--- config.mk ---
export PLATFORM = sky130hd
export DESIGN_NAME = decoder_2to4_pulse
export DESIGN_NICKNAME = d
export VERILOG_FILES = /design/src/rtl/decoder_2to4_pulse.sv
export SDC_FILE = /design/constraint.sdc
export NUM_CORES = 1
export LEC_CHECK = 0
export CORE_MARGIN = 3
export CORE_UTILIZATION = 55
export DETAILED_ROUTE_END_ITERATION = 16
export PLACE_DENSITY_LB_ADDON = 0.3
export SLEW_MARGIN = 20
export SYNTH_ARGS = -nofsm -noshare
export SYNTH_HDL_FRONTEND = slang
export SYNTH_SLANG_ARGS = --single-unit
--- constraint.sdc ---
create_clock -name clk -period 4.3 [get_ports clk]
set_clock_uncertainty 0.05 [all_clocks]
set_input_delay 0.43 -clock clk [delete_from_list [all_inputs] [get_ports clk]]
set_output_delay 0.43 -clock clk [all_outputs]
set_load 0.02 [all_outputs]
--- src/rtl/decoder_2to4_pulse.sv ---
// decoder_2to4_pulse: registered 2-to-4 decoder with valid/ready accept and stretched one-hot strobe
// Ports: clk, rst (sync, active-high); en gates new accepts; d/d_par/d_valid/d_ready input handshake;
// y one-hot strobe held PULSE_LEN cycles then GAP_LEN idle cycles; y_valid = |y; busy outside IDLE;
// err one-cycle parity error. Optional parity check enabled by defining DEC24_PARITY_EN.
module decoder_2to4_pulse #(
  parameter int PULSE_LEN = 4,
  parameter int GAP_LEN   = 1
) (
  input  logic       clk,
  input  logic       rst,
  input  logic       en,
  input  logic [1:0] d,
  input  logic       d_par,
  input  logic       d_valid,
  output logic       d_ready,
  output logic [3:0] y,
  output logic       y_valid,
  output logic       busy,
  output logic       err
);
  typedef enum logic [1:0] {IDLE, PULSE, GAP} state_t;
  state_t     r_state, w_state_nxt;
  logic [7:0] r_cnt, w_cnt_nxt;
  logic [3:0] r_y, w_y_nxt;
  logic       r_err, w_err_nxt;
  logic       w_accept, w_par_ok;
`ifdef DEC24_PARITY_EN
  assign w_par_ok = (d_par == ^d);
`else
  logic w_unused;
  assign w_unused = d_par;
  assign w_par_ok = 1'b1;
`endif
  assign d_ready  = (r_state == IDLE) && en && !rst;
  assign w_accept = d_valid && d_ready;
  assign y        = r_y;
  assign y_valid  = |r_y;
  assign busy     = (r_state != IDLE);
  assign err      = r_err;
  always_comb begin
    w_state_nxt = r_state;
    w_cnt_nxt   = r_cnt;
    w_y_nxt     = r_y;
    w_err_nxt   = 1'b0;
    case (r_state)
      IDLE: if (w_accept) begin
        // a bad-parity code is consumed without producing a pulse
        w_err_nxt = !w_par_ok;
        if (w_par_ok) begin
          w_y_nxt     = 4'b0001 << d;
          w_cnt_nxt   = 8'(PULSE_LEN - 1);
          w_state_nxt = PULSE;
        end
      end
      PULSE: if (r_cnt != 8'd0) w_cnt_nxt = r_cnt - 8'd1;
      else begin
        w_y_nxt = 4'b0000;
        if (GAP_LEN > 0) begin
          w_cnt_nxt   = 8'(GAP_LEN - 1);
          w_state_nxt = GAP;
        end else w_state_nxt = IDLE;
      end
      GAP: if (r_cnt != 8'd0) w_cnt_nxt = r_cnt - 8'd1;
      else w_state_nxt = IDLE;
      default: w_state_nxt = IDLE;
    endcase
  end
  always_ff @(posedge clk) begin
    if (rst) begin
      r_state <= IDLE;
      r_cnt   <= 8'd0;
      r_y     <= 4'b0000;
      r_err   <= 1'b0;
    end else begin
      r_state <= w_state_nxt;
      r_cnt   <= w_cnt_nxt;
      r_y     <= w_y_nxt;
      r_err   <= w_err_nxt;
    end
  end
endmodule

==> flow_summary.yaml, run 1 <==
outcome:
  status: "finished clean"
final_layout:
  nets: 137
  fillerInstances: 124
  utilization: 0.7063
  instances_no_fill: 138
  area_growth_syn_to_layout_pct: 18.12
  final_common_cell: "dfxtp_1"
  drive_above_1_share: 0.1066
  layout_common_cells: "14 x dfxtp_1, 12 x clkdlybuf4s50_1, 8 x inv_1"
  antennaDiodeCount: 0
floorplanning:
  dieArea_sq_mm: 0.002225
  core_area_sq_mm: 0.001559
  rows: 14
  ioPinCount: 15
  fp.dieW_microns: 47.17
  initial_core_util: 0.5979
  die_y_microns: 47.17
synthesis:
  ys_ff_latch: 14
  syn-num-nets: 121
  syn_avg_cell_area_sq_um: 8.712
  syn_area_sq_um: 932.1
  synth_cells: 107
  synth_cell_types: 46
  yosysSeqAreaShare: 0.3007
  yosys_warnings: 0
setup_path:
  crit_path_end_kind: "output port"
  crit_fanout: 8
  cp.required_ns: 3.82
  criticalPathCategory: "in -> out"
  cp-start-kind: "input port"
  critPathArrivalTime_ns: 2.03
sta:
  period_needed_ns: 2.514
  max_freq_ghz: 0.3977
  finalSetupViolations: 0
  slew_viol_final: 0
  period_share: 0.5847
  final_hold_viol_count: 0
  rsz0062_at_grt: "no"
  tns_ns: 0
placed_design:
  dp_cells: 134
  place.gp.congestion: 0.8670
  numPortBuffers: 12
  dpl.hpwl_microns: 1690
clocking:
  cts_made_buffers: 3
  h-tree-depth: 1
  cts_tree: "yes"
  post_cts_buffers: 0
  clk_pin_slew_worst_paths_ns: 0.09
  clk_latency_ns: 0.28
  cts_hold_buf: 0
  cts_root_buf: "clkbuf_4"
  cts_resized: 0
  clk_path_buf_depth: 2
  cts.sinks: 14
power_and_ir_drop:
  vdd_ir_drop_max_uv: 326.2
  p_per_area_mw_per_mm2: 559.8
  leakage_nw: 0.4649
worst_hold_path:
  hold_path_class: "reg -> reg"
routing:
  vias: 901
  dr.pass1.iters: 4
  wl_per_cell_microns: 16.26
  drtAntennaViolNets: 0
  drc: 0
  drt_iter0_markers: 25
  vias_per_cell: 6.529
  routed_wl_microns: 2244
grt:
  antenna_found_initial: 0
  grt_max_degree: 9
  grt_pass1_wl_microns: 3553
  grt_pass1_vias: 807
  track_usage: 0.2281
  grt_overflow: 0
run:
  drv_cap: 0
metal layers:
metal | global-route usage | share of wire | vias to the layer above
li1 | - | - | 431
met1 | 0.2900 | 0.42 | 415
met2 | 0.3767 | 0.50 | 43
met3 | 0.03448 | 0.046 | 12
met4 | 0.1050 | 0.036 | 0
met5 | 0 | 0 | -
stage by stage:
step           instance area, sq um  worst slack (ns)  total power, W  hold WS [ns]
2_1_floorplan                 932.1             2.514       0.0004225        0.4188
3_3_place_gp                   1065             1.855       0.0004959        0.4165
3_5_place_dp                   1065             1.792       0.0005104        0.4244
4_1_cts                        1101             1.790       0.0006114        0.4385
5_1_grt                        1101             1.749       0.0006593        0.4583
6_report                       1101             1.786       0.0006163        0.4345
worst max-delay path, cell delays in order:
cell             delay (ns)
clkdlybuf4s50_1        0.54
inv_1                  0.25
and3_1                 0.20
clkdlybuf4s50_1        0.61
power breakdown:
group / switching (W) / leakage [nW] / total (W) / internal (W)
registers: 0.0000165 / 0.114 / 0.000165 / 0.000148
clock network: 0.0000466 / 0.0210 / 0.0000982 / 0.0000516
logic: 0.000211 / 0.330 / 0.000354 / 0.000142
total: 0.000275 / 0.465 / 0.000616 / 0.000342
cells in the mapped netlist, drive strengths merged:
| cell type | count | share of area |
|---|---|---|
| o31ai | 2 | 0.021 |
| a32o | 1 | 0.011 |
| or3 | 3 | 0.020 |
| o21a | 1 | 0.0081 |
| or3b | 1 | 0.0094 |
| o21bai | 1 | 0.0081 |
| and3 | 2 | 0.013 |
| nand4 | 3 | 0.020 |
| nand3b | 1 | 0.0081 |
| or2 | 2 | 0.013 |
| o2bb2ai | 1 | 0.0094 |
| buf | 1 | 0.0081 |
| nor4b | 2 | 0.026 |
| nand2b | 2 | 0.013 |
| a21boi | 2 | 0.016 |
| o21ai | 1 | 0.0054 |
| dfxtp | 14 | 0.30 |
| and2 | 2 | 0.013 |
| nand3 | 5 | 0.027 |
| a21oi | 6 | 0.036 |
| nand2 | 6 | 0.024 |
| nor3 | 4 | 0.039 |
| nor2 | 8 | 0.035 |
| or4b | 1 | 0.015 |
| a21o | 2 | 0.016 |
| o2111ai | 1 | 0.0094 |
| a211o | 1 | 0.0094 |
| or4 | 2 | 0.020 |
| a311oi | 2 | 0.019 |
| nor2b | 1 | 0.0067 |
| o211ai | 2 | 0.016 |
| mux2i | 1 | 0.011 |
| inv | 8 | 0.032 |
| ha | 7 | 0.094 |
| conb | 1 | 0.0040 |
| nor4 | 3 | 0.020 |
| a221o | 3 | 0.032 |
| a22o | 1 | 0.0094 |
worst paths after layout:
path | slack, ns | startpoint | cells after the start | endpoint
worst min-delay path | 0.43 | y[2] | 1 | y[2]
worst max-delay path | 1.79 | rst | 4 | d_ready
worst max register to register | 2.26 | r_state[0] | 6 | r_cnt[7]
worst min register to register | 0.43 | y[2] | 1 | y[2]
flip-flops by register name, summed over array words and instances (netlist names):
| register | count |
|---|---|
| r_state | 2 |
| y | 4 |
| r_cnt | 8 |
cell families (layout without fill, tap and decap cells):
family,after synthesis,after routing,share of synthesized area
adders and majority gates,7,7,0.09396
AOI/OAI and AO/OA,27,27,0.2268
DFF,14,14,0.3007
and+or+nand+nor,48,48,0.3235
muxes,1,1,0.01074
other,1,1,0.004023
buffers and inverters,9,24,0.04027
layout make-up:
cell class / count / area, sq um / share of cell area
Clock buffer: 4 / 36.28 / 0.03295
Inverter: 8 / 30.03 / 0.02727
Multi-Input combinational cell: 84 / 614.3 / 0.5580
Sequential cell: 14 / 280.3 / 0.2545
Tap cell: 16 / 20.02 / 0.01818
Timing Repair Buffer: 12 / 120.1 / 0.1091
Power figures use the tool's default switching activity.
==> run 2, diff against run 1 <==
CORE_UTILIZATION = 52   (was 55)
clock period = 2.65 ns   (was 4.3 ns; I/O delays follow)
==> flow_summary.yaml, run 2 (synthesized netlist as in run 1, its figures left out) <==
final_layout:
  largest_reg_flops: 8
  fillerInstances: 137
  drive_above_1_share: 0.1066
  instances_no_fill: 146
  layout_common_cells: "14 x dfxtp_1, 12 x clkdlybuf4s50_1, 8 x inv_1"
  utilization: 0.6970
  area_growth_syn_to_layout_pct: 19.20
  largest-register: "r_cnt"
  final_common_cell: "dfxtp_1"
  nets: 137
  antennaDiodeCount: 0
sta:
  finalSetupViolations: 0
  max_freq_ghz: 0.4646
  slew_viol_final: 0
  final_hold_viol_count: 0
  rsz0062_at_grt: "no"
  period_share: 0.8123
  period_needed_ns: 2.153
  setup_ws_ns: 0.4975
  tns_ns: 0
setup_path:
  worstSetupStartpoint: "r_state[1]"
  reg2reg_from: "r_state[0]"
  critPathSlowestCell: "clkdlybuf4s50_1"
  criticalPathCategory: "reg -> out"
  r2r_slack_ns: 0.70
  critPathArrivalTime_ns: 1.84
  crit_end: "d_ready"
  worst_r2r_path_depth: 6
  cp-start-kind: "register"
  crit_fanout: 7
  reg2reg_to: "r_cnt[7]"
  max_stage_delay_ns: 0.60
  cp.required_ns: 2.34
  crit_path_end_kind: "output port"
  crit_chain: "inv_1, ha_1, and3_1, clkdlybuf4s50_1"
outcome:
  status: "finished clean"
floorplanning:
  dieArea_sq_mm: 0.002337
  core_area_sq_mm: 0.001594
  ioPinCount: 15
  rows: 14
  fp.dieW_microns: 48.34
  die_y_microns: 48.34
  initial_core_util: 0.5848
placed_design:
  pre_cts_ws_ns: 0.5169
  dpl.hpwl_microns: 1598
  dp_cells: 142
  place.gp.congestion: 0.8763
  numPortBuffers: 12
grt:
  grt_overflow: 0
  grt_max_degree: 9
  grt_pass1_wl_microns: 3394
  antenna_found_initial: 0
  track_usage: 0.1854
  grt_pass1_vias: 785
routing:
  wl_per_cell_microns: 14.10
  dr.pass1.iters: 4
  drc: 0
  drtAntennaViolNets: 0
  drt_iter0_markers: 14
  vias_per_cell: 5.945
  routed_wl_microns: 2059
  vias: 868
clocking:
  clk_pin_slew_worst_paths_ns: 0.09
  cts_made_buffers: 3
  clk_path_buf_depth: 2
  clk_latency_ns: 0.29
  cts_tree: "yes"
  h-tree-depth: 1
  cts_root_buf: "clkbuf_4"
  cts_hold_buf: 0
  post_cts_buffers: 0
  cts.sinks: 14
  cts_resized: 0
run:
  drv_cap: 0
worst_hold_path:
  hold_path_class: "reg -> reg"
power_and_ir_drop:
  leakage_nw: 0.4649
  p_per_area_mw_per_mm2: 888.1
  p_total_w: 0.0009867
  vdd_ir_drop_max_uv: 517.1
[run 2: power by group]
group	total [W]	switching (W)	internal, W
Clock	0.000159	0.0000750	0.0000838
Combinational	0.000562	0.000331	0.000231
Sequential	0.000266	0.0000255	0.000240
[run 2: worst min-delay path by stage]
stage               slack, ns        to  cells after the start  start
detailed placement       0.43      y[0]                      1   y[0]
floorplan                0.29  r_cnt[0]                      1    rst
CTS                      0.44      y[2]                      1   y[2]
finish                   0.44      y[0]                      1   y[0]
global route             0.45      y[2]                      1   y[2]
global placement         0.41      y[0]                      1   y[0]
[run 2: final cells by class]
cell class,instances,area [sq um],share of cell area
Clock buffer,4,36.28,0.03266
Inverter,8,30.03,0.02703
Multi-Input combinational cell,84,614.3,0.5529
Sequential cell,14,280.3,0.2523
Tap cell,24,30.03,0.02703
Timing Repair Buffer,12,120.1,0.1081
[run 2: stage by stage]
stage | hold WS (ns) | area, sq um
2_1_floorplan | 0.2871 | 932.1
3_3_place_gp | 0.4124 | 1075
3_5_place_dp | 0.4258 | 1075
4_1_cts | 0.4440 | 1111
5_1_grt | 0.4546 | 1111
6_report | 0.4396 | 1111
[run 2: critical path, delay by kind of cell (launching register included)]
family / cells / cell delay (ns)
fa+ha+maj: 1 / 0.29
buf+inv: 2 / 0.72
flops: 1 / 0.34
simple gates: 1 / 0.19
[run 2: metal layers]
layer  routed length, microns  GRT usage  vias up
li1                         -          -      437
met4                       23    0.08531        0
met5                        0          0        -
met1                      964     0.2273      404
met2                      991     0.2913       23
met3                       80    0.06442        4
==> run 3, diff against run 2 <==
CORE_UTILIZATION = 47   (was 52)
clock period = 1.9 ns   (was 2.65 ns; I/O delays follow)
==> flow_summary.yaml, run 3 (synthesized netlist as in run 1, its figures left out) <==
outcome:
  status: "finished clean"
final_layout:
  area_growth_syn_to_layout_pct: 32.48
  utilization: 0.6854
  final_common_cell: "dfxtp_1"
  multi_input_area_sq_um: 670.6
  instances_no_fill: 157
  regArea_sq_um: 281.5
  drive_above_1_share: 0.2652
  fillerInstances: 146
  nets: 148
  largest-register: "r_cnt"
  largest_reg_flops: 8
  layout_common_cells: "13 x dfxtp_1, 11 x buf_4, 9 x clkdlybuf4s50_1"
  antennaDiodeCount: 0
power_and_ir_drop:
  p_per_area_mw_per_mm2: 1248
  vdd_ir_drop_max_uv: 831.9
  leakage_nw: 0.5233
grt:
  grt_max_degree: 9
  grt_pass1_vias: 819
  track_usage: 0.1856
  grt_pass1_wl_microns: 3532
  antenna_found_initial: 0
  grt_overflow: 0
setup_path:
  criticalPathCategory: "reg -> reg"
  cp.required_ns: 2.08
  r2r_slack_ns: 0.02
  crit_path_end_kind: "register"
  cp-start-kind: "register"
  crit_fanout: 4
  max_stage_delay_ns: 0.55
  crit_chain: "inv_1, ha_4, nand2b_1, or4_4, nor4_2, a221o_1"
  critPathArrivalTime_ns: 2.06
  critPathSlowestCell: "or4_4"
clocking:
  cts_tree: "yes"
  clk_latency_ns: 0.28
  cts.sinks: 14
  cts_made_buffers: 3
  clk_path_buf_depth: 2
  clk_pin_slew_worst_paths_ns: 0.09
  cts_root_buf: "clkbuf_4"
  cts_hold_buf: 0
  h-tree-depth: 1
routing:
  wl_per_cell_microns: 14.64
  drt_iter0_markers: 24
  vias: 938
  routed_wl_microns: 2298
  dr.pass1.iters: 4
  vias_per_cell: 5.975
  drc: 0
  drtAntennaViolNets: 0
floorplanning:
  fp.dieW_microns: 50.54
  die_y_microns: 50.54
  ioPinCount: 15
  initial_core_util: 0.5174
  core_area_sq_mm: 0.001802
  dieArea_sq_mm: 0.002554
  rows: 15
sta:
  tns_ns: 0
  max_freq_ghz: 0.5314
  whs_ns: 0.4361
  period_share: 0.9905
  slew_viol_final: 0
  finalSetupViolations: 0
  period_needed_ns: 1.882
  final_hold_viol_count: 0
placed_design:
  numPortBuffers: 12
  dpl.hpwl_microns: 1717
  dp_cells: 152
  place.gp.congestion: 0.8561
worst_hold_path:
  hold_path_class: "reg -> reg"
run:
  drv_cap: 0
run 3: changes by cell type in the layout (fill, tap and decap cells not counted), moves of 2 or more:
cell,previous run,this run
inv_2,0,3
dlygate4sd2_1,0,3
ha_1,7,4
nor4_1,3,1
buf_4,0,11
inv_1,8,5
clkdlybuf4s50_1,12,9
ha_2,0,2
run 3: final cells by class:
type                            count  area share
Multi-Input combinational cell     84      0.5431
Timing Repair Buffer               23      0.1611
Tap cell                           25     0.02533
Clock buffer                        3     0.01824
Inverter                            8     0.02432
Sequential cell                    14      0.2280
run 3: path summary, 6_finish.rpt:
| path | from | to | cells after the start |
|---|---|---|---|
| setup / recovery | r_state[0] | r_cnt[7] | 6 |
| hold / removal | y[2] | y[2] | 1 |
| setup reg to reg | r_state[0] | r_cnt[7] | 6 |
| hold reg to reg | y[2] | y[2] | 1 |
run 3: stage by stage:
step                setup WS (ns)  area, sq um  power (W)
finish                    0.01814         1235   0.001541
global route             -0.03607         1235   0.001651
CTS                       0.01175         1181   0.001403
detailed placement       -0.02852         1144   0.001227
global placement          0.03489         1144   0.001198
floorplan                  0.1141        932.1  0.0009562
run 3: worst max-delay path, delay by kind of cell (launching register included):
| family | cells | cell delay, ns |
|---|---|---|
| DFF | 1 | 0.36 |
| buffers and inverters | 1 | 0.10 |
| adders and majority gates | 1 | 0.28 |
| AOI/OAI and AO/OA | 1 | 0.14 |
| and+or+nand+nor | 3 | 0.89 |
run 3: report_power, final:
| group | internal (W) | switching [W] |
|---|---|---|
| Combinational | 0.000447 | 0.000540 |
| Sequential | 0.000338 | 0.0000395 |
| Clock | 0.0000736 | 0.000104 |
| Total | 0.000858 | 0.000683 |
run 3: timing repair:
action | 4_1_cts | 5_1_grt
resized for setup | 6 | 11
pin swaps | 0 | 2
setup endpoints to repair | 5 | 6
buffers inserted | 0 | 2
run 3: metal layers:
metal	share of wire	up-vias	wire, microns	track usage
li1	-	457	-	-
met1	0.45	444	1035	0.2386
met2	0.48	31	1102	0.2761
met3	0.042	6	97	0.02671
met4	0.027	0	63	0.1435
met5	0	-	0	0
